File: src/rtl/pattern_scan_ctrl.sv
// pattern_scan_ctrl: session controller for serial pattern detection.
// A start command latches the pattern/length/limits, then bits are pulled
// over a valid/ready stream into a shift history. Overlapping matches are
// counted and the session ends on match count, window expiry or abort.
module pattern_scan_ctrl #(
    parameter int MAX_LEN = 8,
    parameter int CNT_W   = 16
) (
    input  logic                         clk,
    input  logic                         reset,
    input  logic                         start,
    input  logic                         abort,
    input  logic [MAX_LEN-1:0]           cfg_pattern,
    input  logic [$clog2(MAX_LEN+1)-1:0] cfg_len,
    input  logic [7:0]                   cfg_stop_cnt,
    input  logic [CNT_W-1:0]             cfg_window,
    input  logic                         in_valid,
    input  logic                         in_bit,
    output logic                         in_ready,
    output logic                         busy,
    output logic                         done,
    output logic                         hit,
    output logic [7:0]                   match_cnt,
    output logic [CNT_W-1:0]             last_pos,
    output logic [1:0]                   status
);

    localparam int LEN_W = $clog2(MAX_LEN + 1);
    localparam logic [LEN_W-1:0] LEN_MAX = LEN_W'(MAX_LEN);

    typedef enum logic [1:0] {
        S_IDLE = 2'd0,
        S_ARM  = 2'd1,
        S_SCAN = 2'd2,
        S_DONE = 2'd3
    } state_t;

    // Mask selecting the low 'len' bits of the history.
    function automatic logic [MAX_LEN-1:0] len_mask(input logic [LEN_W-1:0] len);
        logic [MAX_LEN-1:0] m;
        m = '0;
        for (int k = 0; k < MAX_LEN; k++) begin
            if (LEN_W'(k) < len) begin
                m[k] = 1'b1;
            end else begin
                m[k] = 1'b0;
            end
        end
        return m;
    endfunction

    state_t               r_state;
    logic [MAX_LEN-1:0]   r_pat;
    logic [LEN_W-1:0]     r_len;
    logic [7:0]           r_stop;
    logic [CNT_W-1:0]     r_win;
    // Only the previous MAX_LEN-1 bits are kept; the incoming bit completes the window.
    logic [MAX_LEN-2:0]   r_hist;
    logic [LEN_W-1:0]     r_fill;
    logic [CNT_W-1:0]     r_bit_idx;
    logic [7:0]           r_match_cnt;
    logic [CNT_W-1:0]     r_last_pos;
    logic [1:0]           r_status;
    logic                 r_busy;
    logic                 r_done;
    logic                 r_hit;

    logic                 w_accept;
    logic [MAX_LEN-1:0]   w_hist_new;
    logic [LEN_W-1:0]     w_fill_new;
    logic [CNT_W-1:0]     w_bits_new;
    logic                 w_match;
    logic [7:0]           w_cnt_new;
    logic                 w_stop;
    logic                 w_win;

    // Abort blocks acceptance in the same cycle, so ready drops combinationally.
    assign in_ready  = (r_state == S_SCAN) && !abort;
    assign busy      = r_busy;
    assign done      = r_done;
    assign hit       = r_hit;
    assign match_cnt = r_match_cnt;
    assign last_pos  = r_last_pos;
    assign status    = r_status;

    // Next history/fill and the match / end-of-session decisions for the bit on the bus.
    always_comb begin
        w_accept   = (r_state == S_SCAN) && in_valid && !abort;
        w_hist_new = {r_hist, in_bit};
        if (r_fill < LEN_MAX) begin
            w_fill_new = r_fill + LEN_W'(1);
        end else begin
            w_fill_new = r_fill;
        end
        w_bits_new = r_bit_idx + CNT_W'(1);
        w_match    = w_accept && (r_len != '0) && (w_fill_new >= r_len) &&
                     (((w_hist_new ^ r_pat) & len_mask(r_len)) == '0);
        if (r_match_cnt == 8'hFF) begin
            w_cnt_new = r_match_cnt;
        end else begin
            w_cnt_new = r_match_cnt + 8'd1;
        end
        w_stop = w_match && (r_stop != 8'd0) && (w_cnt_new == r_stop);
        w_win  = w_accept && (r_win != '0) && (w_bits_new == r_win);
    end

    // Session FSM with registered status/pulse outputs.
    always_ff @(posedge clk or posedge reset) begin
        if (reset) begin
            r_state     <= S_IDLE;
            r_pat       <= '0;
            r_len       <= '0;
            r_stop      <= 8'd0;
            r_win       <= '0;
            r_hist      <= '0;
            r_fill      <= '0;
            r_bit_idx   <= '0;
            r_match_cnt <= 8'd0;
            r_last_pos  <= '0;
            r_status    <= 2'b00;
            r_busy      <= 1'b0;
            r_done      <= 1'b0;
            r_hit       <= 1'b0;
        end else begin
            r_hit  <= 1'b0;
            r_done <= 1'b0;
            case (r_state)
                S_IDLE: begin
                    if (start) begin
                        r_pat   <= cfg_pattern;
                        r_len   <= (cfg_len > LEN_MAX) ? LEN_MAX : cfg_len;
                        r_stop  <= cfg_stop_cnt;
                        r_win   <= cfg_window;
                        r_busy  <= 1'b1;
                        r_state <= S_ARM;
                    end else begin
                        r_state <= S_IDLE;
                    end
                end
                S_ARM: begin
                    r_hist      <= '0;
                    r_fill      <= '0;
                    r_bit_idx   <= '0;
                    r_match_cnt <= 8'd0;
                    r_last_pos  <= '0;
                    if (abort) begin
                        r_status <= 2'b11;
                        r_busy   <= 1'b0;
                        r_done   <= 1'b1;
                        r_state  <= S_DONE;
                    end else begin
                        r_status <= 2'b00;
                        r_state  <= S_SCAN;
                    end
                end
                S_SCAN: begin
                    if (abort) begin
                        r_status <= 2'b11;
                        r_busy   <= 1'b0;
                        r_done   <= 1'b1;
                        r_state  <= S_DONE;
                    end else if (w_accept) begin
                        r_hist    <= w_hist_new[MAX_LEN-2:0];
                        r_fill    <= w_fill_new;
                        r_bit_idx <= w_bits_new;
                        if (w_match) begin
                            r_hit       <= 1'b1;
                            r_match_cnt <= w_cnt_new;
                            r_last_pos  <= r_bit_idx;
                        end else begin
                            r_hit <= 1'b0;
                        end
                        // Count limit takes priority when both limits land on the same bit.
                        if (w_stop) begin
                            r_status <= 2'b01;
                            r_busy   <= 1'b0;
                            r_done   <= 1'b1;
                            r_state  <= S_DONE;
                        end else if (w_win) begin
                            r_status <= 2'b10;
                            r_busy   <= 1'b0;
                            r_done   <= 1'b1;
                            r_state  <= S_DONE;
                        end else begin
                            r_state <= S_SCAN;
                        end
                    end else begin
                        r_state <= S_SCAN;
                    end
                end
                S_DONE: begin
                    r_state <= S_IDLE;
                end
                default: begin
                    r_state <= S_IDLE;
                end
            endcase
        end
    end

endmodule

File: config.mk
export PLATFORM = sky130hd
export DESIGN_NAME = pattern_scan_ctrl
export DESIGN_NICKNAME = d
export VERILOG_FILES = /design/src/rtl/pattern_scan_ctrl.sv
export SDC_FILE = /design/constraint.sdc
export NUM_CORES = 1
export LEC_CHECK = 0
export ABC_AREA = 1
export BUFFER_PORTS_ARGS = -buffer_cell sky130_fd_sc_hd__buf_2
export CORE_UTILIZATION = 52
export CTS_CLUSTER_SIZE = 20
export DETAILED_ROUTE_END_ITERATION = 10
export GPL_ROUTABILITY_DRIVEN = 0
export GPL_TIMING_DRIVEN = 0
export PLACE_DENSITY_LB_ADDON = 0.15
export SETUP_SLACK_MARGIN = 0.5
export SYNTH_ARGS = -nofsm -noshare
export SYNTH_HDL_FRONTEND = slang
export SYNTH_SLANG_ARGS = --single-unit
File: constraint.sdc
create_clock -name clk -period 2.63 [get_ports clk]
set_input_delay 0.263 -clock clk [delete_from_list [all_inputs] [get_ports clk]]
set_output_delay 0.263 -clock clk [all_outputs]
set_load 0.005 [all_outputs]
==> impl_metrics.tcl, run 1 <==
set metrics [dict create \
    status "finished, final reports clean" \
    diodes 0 \
    fin_util_pct 63.9 \
    final_cell_mix "nand2_1, dfrtp_1, inv_1, nand3_1, buf_2" \
    fp.dieH_um 103 \
    maxCapViolCount 0 \
    layout-drive-gt1-share_pct 19.5 \
    reg2reg_to "match_cnt[1]" \
    drc_errors 0 \
    maxSlewHeadroom_pct 46.5 \
    clkTransAtPathRegs_ns 0.09 \
    dpl-instance-area_um2 5880 \
    yosys_warnings 0 \
    internal-power_w 0.00312 \
    synthCells 705 \
    antenna_found_initial 0 \
    power_density_nw_per_um2 852 \
    synth_cell_types 35 \
    syn_to_final_growth_pct 18.2 \
    overflow 0 \
    seq_power_share_pct 40.8 \
    r2r_start "r_fill[1]" \
    worst_pin_slew_ns 0.800 \
    htree_levels 3 \
    slew_violations 0 \
    hpwl_um 10100 \
    grt_pass1_wl_um 21800 \
    synthFlopType "dfrtp_1" \
    combPwrFrac_pct 40.7 \
    row_count 36 \
    fin_area_um2 6270 \
    cp.required_ns 2.92 \
    layout_min_cycle_time_ns 2.43 \
    clock_latency_ns 0.36 \
    synth_fp_nets 757 \
    async_flop_share_pct 100 \
    cts_buffers 9 \
    switching_share_pct 41.7 \
    max_freq_mhz 411 \
    initial_utilization_pct 54.1 \
    reg2regPathDepth 13 \
    core_area_um2 9820 \
    cts_tree "yes" \
    dieArea_um2 10600 \
    drt_iter0_markers 269 \
    ys_ff_latch 94 \
    cts_sinks 94 \
    routed_via_density 5.29 \
    ys_top_cells_by_area "dfrtp_1, nand2_1, nand3_1" \
    fin_skew_ns 0.0114 \
    synth_area_leader_cell "dfrtp_1" \
    grt_use_total_pct 27.2 \
    synth_edf_count 0 \
    period_share_pct 92.6 \
    power.net_switching_w 0.00223 \
    regToRegSetupSlack_ns 0.20 \
    io_pins 72 \
    finalHoldViolCount 0 \
    fill_cells 926 \
    rsz0062_at_grt "true" \
    setup_viol 0 \
    wirelength_um 13600 \
    vdd_drop_max_mv 0.461 \
    final_common_cell "nand2_1" \
    crit_path_max_fanout 8 \
    finalSetupTns_ns 0 \
    ant_nets 0 \
    yosys.area.top_type_share_pct 44.3 \
    num_vias 4954 \
    grt_max_degree 36 \
    post_drt_wl_per_cell_um 14.5 \
    start_kind "register" \
    dr.pass1.iters 7 \
    ctsLongestPathBuffers 2 \
    clockPowerShare_pct 18.5 \
    cp-end-kind "register" \
    avgSynthCellArea_um2 7.53 \
    grt_pass1_vias 4606 \
    leakagePower_nw 3.19 \
    synth_area_um2 5310 \
    cp.arrival_ns 2.72 \
    portBuffers 71 \
    nets 851 \
    fp.dieW_um 103 \
    crit_type "register to register" \
    worst_hold_path_type "input port to async pin" \
    cts-root-buf "clkbuf_8" \
    synth-seq-area-share_pct 44.3 \
]
## final cells by class
cell class              instances  area [um2]  area share [%]
plain buffers                  16        87.6            1.40
clock buffers                  13         159            2.53
clock inverters                 3        42.5           0.678
inverters                      87         338            5.38
multi-input cells             508        2650            42.3
flip-flops and latches         94        2350            37.5
well taps                     133         166            2.65
repair buffers                 83         478            7.62
## layer usage
metal  share of wire [%]  track usage (%)  vias to the layer above
met1                  46             37.8                     2335
li1                    -                -                     2465
met2                  48             43.6                      141
met4                 1.2             9.32                        0
met5                   0                0                        -
met3                 4.7             4.07                       13
## worst max path at each step
stage | start | to | slack (ns) | depth (start not counted)
final | r_fill[1] | match_cnt[1] | 0.20 | 13
after global routing | r_fill[0] | status[0] | 0.09 | 17
after CTS | r_fill[0] | match_cnt[1] | 0.26 | 13
after detailed placement | r_fill[0] | last_pos[5] | 0.06 | 13
after global placement | r_fill[0] | match_cnt[0] | 0.15 | 13
after floorplan | r_fill[0] | busy | 0.45 | 17
## cells in the mapped netlist (2+ instances only)
master and number:
xnor3_1 2, buf_1 2, a21oi_1 3, dfrtp_1 94, buf_6 2, nor2_1 43, xor2_1 10, o22ai_1 17
inv_1 84, nand3b_1 3, nand3_1 77, nand2_1 219, nor2_2 6, ha_1 10, nand2_2 12, clkbuf_1 12
xnor2_1 5, nand4_1 12, clkinv_1 2, nor2_4 8, nand3_2 4, o21ai_0 65
## state kept, by name (all words and copies together), names as in the netlist
register / cells
r_state: 2
r_pat: 8
hit: 1
match_cnt: 8
r_stop: 8
r_len: 4
r_fill: 4
done: 1
r_bit_idx: 16
busy: 1
status: 2
last_pos: 16
r_hist: 7
r_win: 16
## power groups by stage
stage / logic (W) / registers [W] / clock network, W
3_3_place_gp: 0.00200 / 0.00218 / 0
6_report: 0.00218 / 0.00218 / 0.000987
5_1_grt: 0.00250 / 0.00222 / 0.00106
3_5_place_dp: 0.00209 / 0.00219 / 0
4_1_cts: 0.00216 / 0.00217 / 0.00101
2_1_floorplan: 0.00157 / 0.00209 / 0
## critical path: stages, from the launching register on
cell and delay, ns:
dfrtp_1 0.39, ha_1 0.30, nand2_1 0.08, o21ai_2 0.07
ha_1 0.29, inv_1 0.05, nor2_1 0.08, o21ai_1 0.08
nand3_2 0.09, nand3_2 0.10, nor2_4 0.22, clkinvlp_4 0.26
buf_6 0.21, o22ai_2 0.13
## stage by stage
| step | worst slack, ns | total power (W) | hold slack (ns) | std cells |
|---|---|---|---|---|
| after detailed placement | 0.0561 | 0.00428 | 0.448 | 911 |
| after CTS | 0.261 | 0.00533 | 0.0545 | 932 |
| after floorplan | 0.453 | 0.00367 | 0.373 | 705 |
| after global placement | 0.154 | 0.00418 | 0.456 | 909 |
| final | 0.196 | 0.00535 | 0.0355 | 937 |
| after global routing | 0.0863 | 0.00577 | 0.0784 | 937 |
## logic make-up after synthesis
logic type                 count (synthesis)  synth area share (%)
xor gates and xnor gates                  17                  3.32
and+or+nand+nor                          392                  33.5
adders and majority gates                 10                  2.36
buffers and inverters                    103                  7.56
AOI/OAI and AO/OA                         89                  8.95
DFF                                       94                  44.3
## repair_timing
action | CTS | global route
pin swaps | 7 | 2
hold endpoints to repair | 0 | 0
hold buffers | 0 | 0
resized for setup | 35 | 9
buffers inserted | 4 | 5
cloned | 1 | 0
endpoints found under the setup margin | 49 | 49
No activity file was read; power rests on OpenSTA's default activity.
==> run 2, diff against run 1 <==
--- a/config.mk
+++ b/config.mk
@@ -7,7 +7,7 @@
 export LEC_CHECK = 0
 export ABC_AREA = 1
 export BUFFER_PORTS_ARGS = -buffer_cell sky130_fd_sc_hd__buf_2
-export CORE_UTILIZATION = 52
+export CORE_UTILIZATION = 60
 export CTS_CLUSTER_SIZE = 20
 export DETAILED_ROUTE_END_ITERATION = 10
 export GPL_ROUTABILITY_DRIVEN = 0
==> constraint.sdc (replaced) <==
create_clock -name clk -period 3 [get_ports clk]
set_input_delay 0.3 -clock clk [delete_from_list [all_inputs] [get_ports clk]]
set_output_delay 0.3 -clock clk [all_outputs]
set_load 0.005 [all_outputs]
==> run 2 against run 1 <==
Effect of this change: sequential cell count unchanged; first-iteration DRC count rose by 3.3%; via count up 3.0%; critical path depth did not move.
==> impl_metrics.tcl, run 2 (same netlist as run 1, synthesis figures left out) <==
set metrics [dict create \
    status "finished, final reports clean" \
    dp_slack_ns 0.315 \
    cp-end-kind "register" \
    top_layer "met4" \
    cts-root-buf "clkbuf_8" \
    cts_tree "yes" \
    fin_area_um2 6170 \
    clock_latency_ns 0.37 \
    core_area_um2 8380 \
    seq_area_um2 2350 \
    clkTransAtPathRegs_ns 0.09 \
    met2WireLength_um 6730 \
    dpl-instance-area_um2 5850 \
    power_w 0.00477 \
    period_share_pct 80.2 \
    row_count 33 \
    fill_cells 672 \
    maxSlewHeadroom_pct 52.5 \
    syn_to_final_growth_pct 16.1 \
    diodes 0 \
    drt_iter0_markers 278 \
    post_drt_wl_per_cell_um 15.1 \
    ant_nets 0 \
    maxCapViolCount 0 \
    crit_path_max_fanout 10 \
    grt_pass1_wl_um 22000 \
    antenna_found_initial 0 \
    wl_met3_um 885 \
    fin_skew_ns 0.00775 \
    vdd_drop_max_mv 0.350 \
    cp.arrival_ns 2.69 \
    finalHoldViolCount 0 \
    htree_levels 3 \
    power_density_nw_per_um2 774 \
    final_cell_mix "nand2_1, dfrtp_1, inv_1, nand3_1, buf_2" \
    nets 852 \
    rsz0062_at_grt "false" \
    wl_met1_um 5600 \
    num_vias 5105 \
    grt_max_degree 43 \
    fp.dieW_um 96.1 \
    layout-drive-gt1-share_pct 17.8 \
    dr.pass1.iters 5 \
    grt_use_total_pct 31.9 \
    drc_errors 0 \
    portBuffers 71 \
    wirelength_um 13700 \
    cts_sinks 94 \
    grt_pass1_vias 4715 \
    multi_input_area_um2 2580 \
    leakagePower_nw 3.17 \
    layout_min_cycle_time_ns 2.41 \
    ctsLongestPathBuffers 2 \
    finalSetupTns_ns 0 \
    worst_pin_slew_ns 0.711 \
    hpwl_um 10100 \
    io_pins 72 \
    fp.dieH_um 96.1 \
    overflow 0 \
    crit_type "register to register" \
    dieArea_um2 9230 \
    postCtsHoldBufs 0 \
    max_freq_mhz 416 \
    initial_utilization_pct 63.4 \
    reg2regPathDepth 13 \
    start_kind "register" \
    final_common_cell "nand2_1" \
    setup_viol 0 \
    fin_util_pct 73.6 \
    worst_hold_path_type "input port to async pin" \
    slew_violations 0 \
    cp.required_ns 3.29 \
    routed_via_density 5.61 \
    worst_slack_ns 0.594 \
    cts_buffers 9 \
]
-- run 2: layer usage --
layer	up-vias	track usage (%)
met5	-	0
met4	0	17.0
met3	50	4.82
met2	213	54.1
met1	2382	39.2
li1	2460	-
-- run 2: repair_timing --
| item | 4_1_cts | 5_1_grt |
|---|---|---|
| gates resized for setup | 3 | 10 |
| setup endpoints to repair | 18 | 46 |
| buffers inserted | 8 | 3 |
| pin swaps | 3 | 4 |
-- run 2: critical path, cell delays in order (launching register included) --
cell,delay (ns)
dfrtp_1,0.40
ha_1,0.30
nand2_1,0.08
o21ai_1,0.09
ha_1,0.31
inv_1,0.05
nor2_1,0.09
o21ai_1,0.08
nand3_2,0.10
nand3_2,0.10
nor2_4,0.19
clkinvlp_4,0.19
buf_6,0.18
o21ai_0,0.16
-- run 2: final timing paths --
| kind | start | to | slack [ns] |
|---|---|---|---|
| worst max-delay path | r_fill[0] | last_pos[5] | 0.59 |
| worst min-delay path | reset | match_cnt[1] | 0.03 |
| worst max register to register | r_fill[0] | last_pos[5] | 0.59 |
| worst min register to register | status[0] | status[0] | 0.47 |
| max in group asynchronous | reset | r_bit_idx[7] | 2.34 |
| min in group clk | cfg_pattern[0] | r_pat[0] | 0.11 |
-- run 2: area by class of cell --
class / count / share of cell area, %
Tap cell: 105 / 2.13
Clock buffer: 11 / 2.29
Timing Repair Buffer: 84 / 7.87
Buffer: 16 / 1.28
Inverter: 87 / 5.42
Sequential cell: 94 / 38.1
Clock inverter: 5 / 0.954
Multi-Input combinational cell: 508 / 41.9
-- run 2: metrics by stage --
stage / instances / hold slack (ns)
after global placement: 881 / 0.450
after floorplan: 705 / 0.410
final: 910 / 0.0299
after detailed placement: 883 / 0.450
after global routing: 910 / 0.0835
after CTS: 907 / 0.0522
-- run 2: report_power, final --
group	internal [W]	leakage, nW	switching (W)
clock network	0.000408	0.0955	0.000456
logic	0.000784	1.83	0.00124
registers	0.00161	1.24	0.000273
total	0.00280	3.17	0.00197
==> run 3, diff against run 2 <==
--- a/config.mk
+++ b/config.mk
@@ -7,7 +7,7 @@
 export LEC_CHECK = 0
 export ABC_AREA = 1
 export BUFFER_PORTS_ARGS = -buffer_cell sky130_fd_sc_hd__buf_2
-export CORE_UTILIZATION = 60
+export CORE_UTILIZATION = 52
 export CTS_CLUSTER_SIZE = 20
 export DETAILED_ROUTE_END_ITERATION = 10
 export GPL_ROUTABILITY_DRIVEN = 0
==> constraint.sdc (replaced) <==
create_clock -name clk -period 2.1 [get_ports clk]
set_input_delay 0.21 -clock clk [delete_from_list [all_inputs] [get_ports clk]]
set_output_delay 0.21 -clock clk [all_outputs]
set_load 0.005 [all_outputs]
==> run 3 against run 2 <==
Effect of this change: the run now ends with setup timing left; sequential power is 45% higher; die area is 15% higher; global-route usage is 3.4 points lower; critical path type unchanged; wire length is 5.8% higher.
==> impl_metrics.tcl, run 3 (same netlist as run 1, synthesis figures left out) <==
set metrics [dict create \
    combPwrFrac_pct 46.7 \
    cp-end-kind "register" \
    clkTransAtPathRegs_ns 0.09 \
    grt_use_total_pct 28.6 \
    maxSlewHeadroom_pct 51.6 \
    cts_tree "yes" \
    power_density_nw_per_um2 1110 \
    syn_to_final_growth_pct 26.4 \
    maxCapViolCount 0 \
    overflow 0 \
    ctsLongestPathBuffers 2 \
    switching_share_pct 41.6 \
    setup_viol 27 \
    antenna_found_initial 0 \
    status "complete, but fails checks" \
    violations "setup timing" \
    initial_utilization_pct 54.1 \
    power.net_switching_w 0.00311 \
    internal-power_w 0.00437 \
    power_w 0.00747 \
    htree_levels 3 \
    nets 863 \
    layout-drive-gt1-share_pct 25.7 \
    post_drt_wl_per_cell_um 15.3 \
    drc_errors 0 \
    met3_usage_pct 5.08 \
    worst_slack_ns -0.267 \
    grt_pass1_vias 4922 \
    io_pins 72 \
    seq_power_share_pct 36.6 \
    final_common_cell "nand2_1" \
    worst_hold_path_type "input port to register" \
    diodes 0 \
    post-place-cells 911 \
    cts_sinks 94 \
    cts_buffers 9 \
    row_count 36 \
    routed_via_density 5.45 \
    vdd_drop_max_mv 0.743 \
    slew_violations 0 \
    start_kind "register" \
    portBuffers 71 \
    final_cell_mix "nand2_1, dfrtp_1, inv_1, nand3_1, buf_2" \
    fill_cells 832 \
    met1_usage_pct 36.5 \
    crit_path_max_fanout 10 \
    cts-root-buf "clkbuf_8" \
    fin_cells 949 \
    core_area_um2 9820 \
    fin_skew_ns 0.00960 \
    layout_min_cycle_time_ns 2.37 \
    cp.arrival_ns 2.67 \
    grt.busiest_layer "met2" \
    period_share_pct 113 \
    dieArea_um2 10600 \
    rsz0062_at_grt "true" \
    leakagePower_nw 3.38 \
    finalHoldViolCount 0 \
    dr.pass1.iters 5 \
    fp.dieW_um 103 \
    hpwl_um 10100 \
    drt_iter0_markers 350 \
    cp.required_ns 2.40 \
    grt_max_degree 38 \
    clock_latency_ns 0.38 \
    ant_nets 0 \
    clockPowerShare_pct 16.8 \
    max_freq_mhz 422 \
    wirelength_um 14500 \
    fp.dieH_um 103 \
    crit_type "register to register" \
    grt_pass1_wl_um 22800 \
    num_vias 5170 \
    worst_pin_slew_ns 0.725 \
    grtUsageMet2_pct 46.9 \
]
-- run 3: per-stage QoR --
step | setup WS, ns | hold WS (ns) | util (%) | TNS, ns | instance area [um2]
floorplan | -0.0745 | 0.320 | - | -0.220 | 5360
global placement | -0.373 | 0.404 | 59.9 | -7.01 | 5880
detailed placement | -0.446 | 0.363 | 60.3 | -9.29 | 5920
CTS | -0.198 | 0.0152 | 65.9 | -3.40 | 6470
global route | -0.388 | 0.0260 | 68.4 | -8.40 | 6710
finish | -0.267 | 0.0202 | 68.4 | -4.89 | 6710
-- run 3: routing by layer --
metal | vias to the layer above | part of all wire, % | routed length, um
met2 | 198 | 48 | 6950
met5 | - | 0 | 0
met3 | 44 | 5.8 | 841
met4 | 0 | 3.8 | 559
met1 | 2449 | 43 | 6170
li1 | 2479 | - | -
-- run 3: final timing paths --
kind	start	end	slack [ns]	cells past startpoint
worst max-delay path	r_fill[0]	match_cnt[0]	-0.27	13
worst min-delay path	cfg_window[6]	r_win[6]	0.02	3
worst max register to register	r_fill[0]	match_cnt[0]	-0.27	13
worst min register to register	busy	busy	0.48	2
max in group asynchronous	reset	r_pat[0]	0.99	4
min in group asynchronous	reset	match_cnt[1]	0.49	3
-- run 3: power by group through the flow --
stage	registers, W	clock network [W]	logic, W
6_report	0.00273	0.00125	0.00349
5_1_grt	0.00279	0.00134	0.00388
4_1_cts	0.00271	0.00128	0.00306
3_5_place_dp	0.00275	0	0.00265
3_3_place_gp	0.00273	0	0.00255
2_1_floorplan	0.00262	0	0.00201
-- run 3: area by class of cell --
class	count	area, um2	area share [%]
multi-input combinational	508	2850	42.5
clock buffer	12	155	2.31
timing repair buffer	95	618	9.21
tap	133	166	2.48
sequential	94	2350	35.0
buffer	16	178	2.65
clock inverter	4	45.0	0.671
inverter	87	347	5.16
-- run 3: what timing repair did --
action	CTS	global route
pin swaps	11	7
gates resized for setup	51	71
endpoints found under the hold margin	29	0
endpoints found under the setup margin	82	92
setup buffers	12	7
hold buffers	1	0
cloned	1	1
-- run 3: worst max-delay path, stage by stage, from the launching register on --
cell and delay [ns]:
dfrtp_1 0.40, ha_1 0.30, nand2_1 0.07, o21ai_2 0.06
ha_1 0.29, inv_1 0.05, nor2_2 0.10, o21ai_2 0.07
nand3_2 0.11, nand3_2 0.09, nor2_4 0.17, inv_1 0.21
buf_6 0.21, o22ai_1 0.15
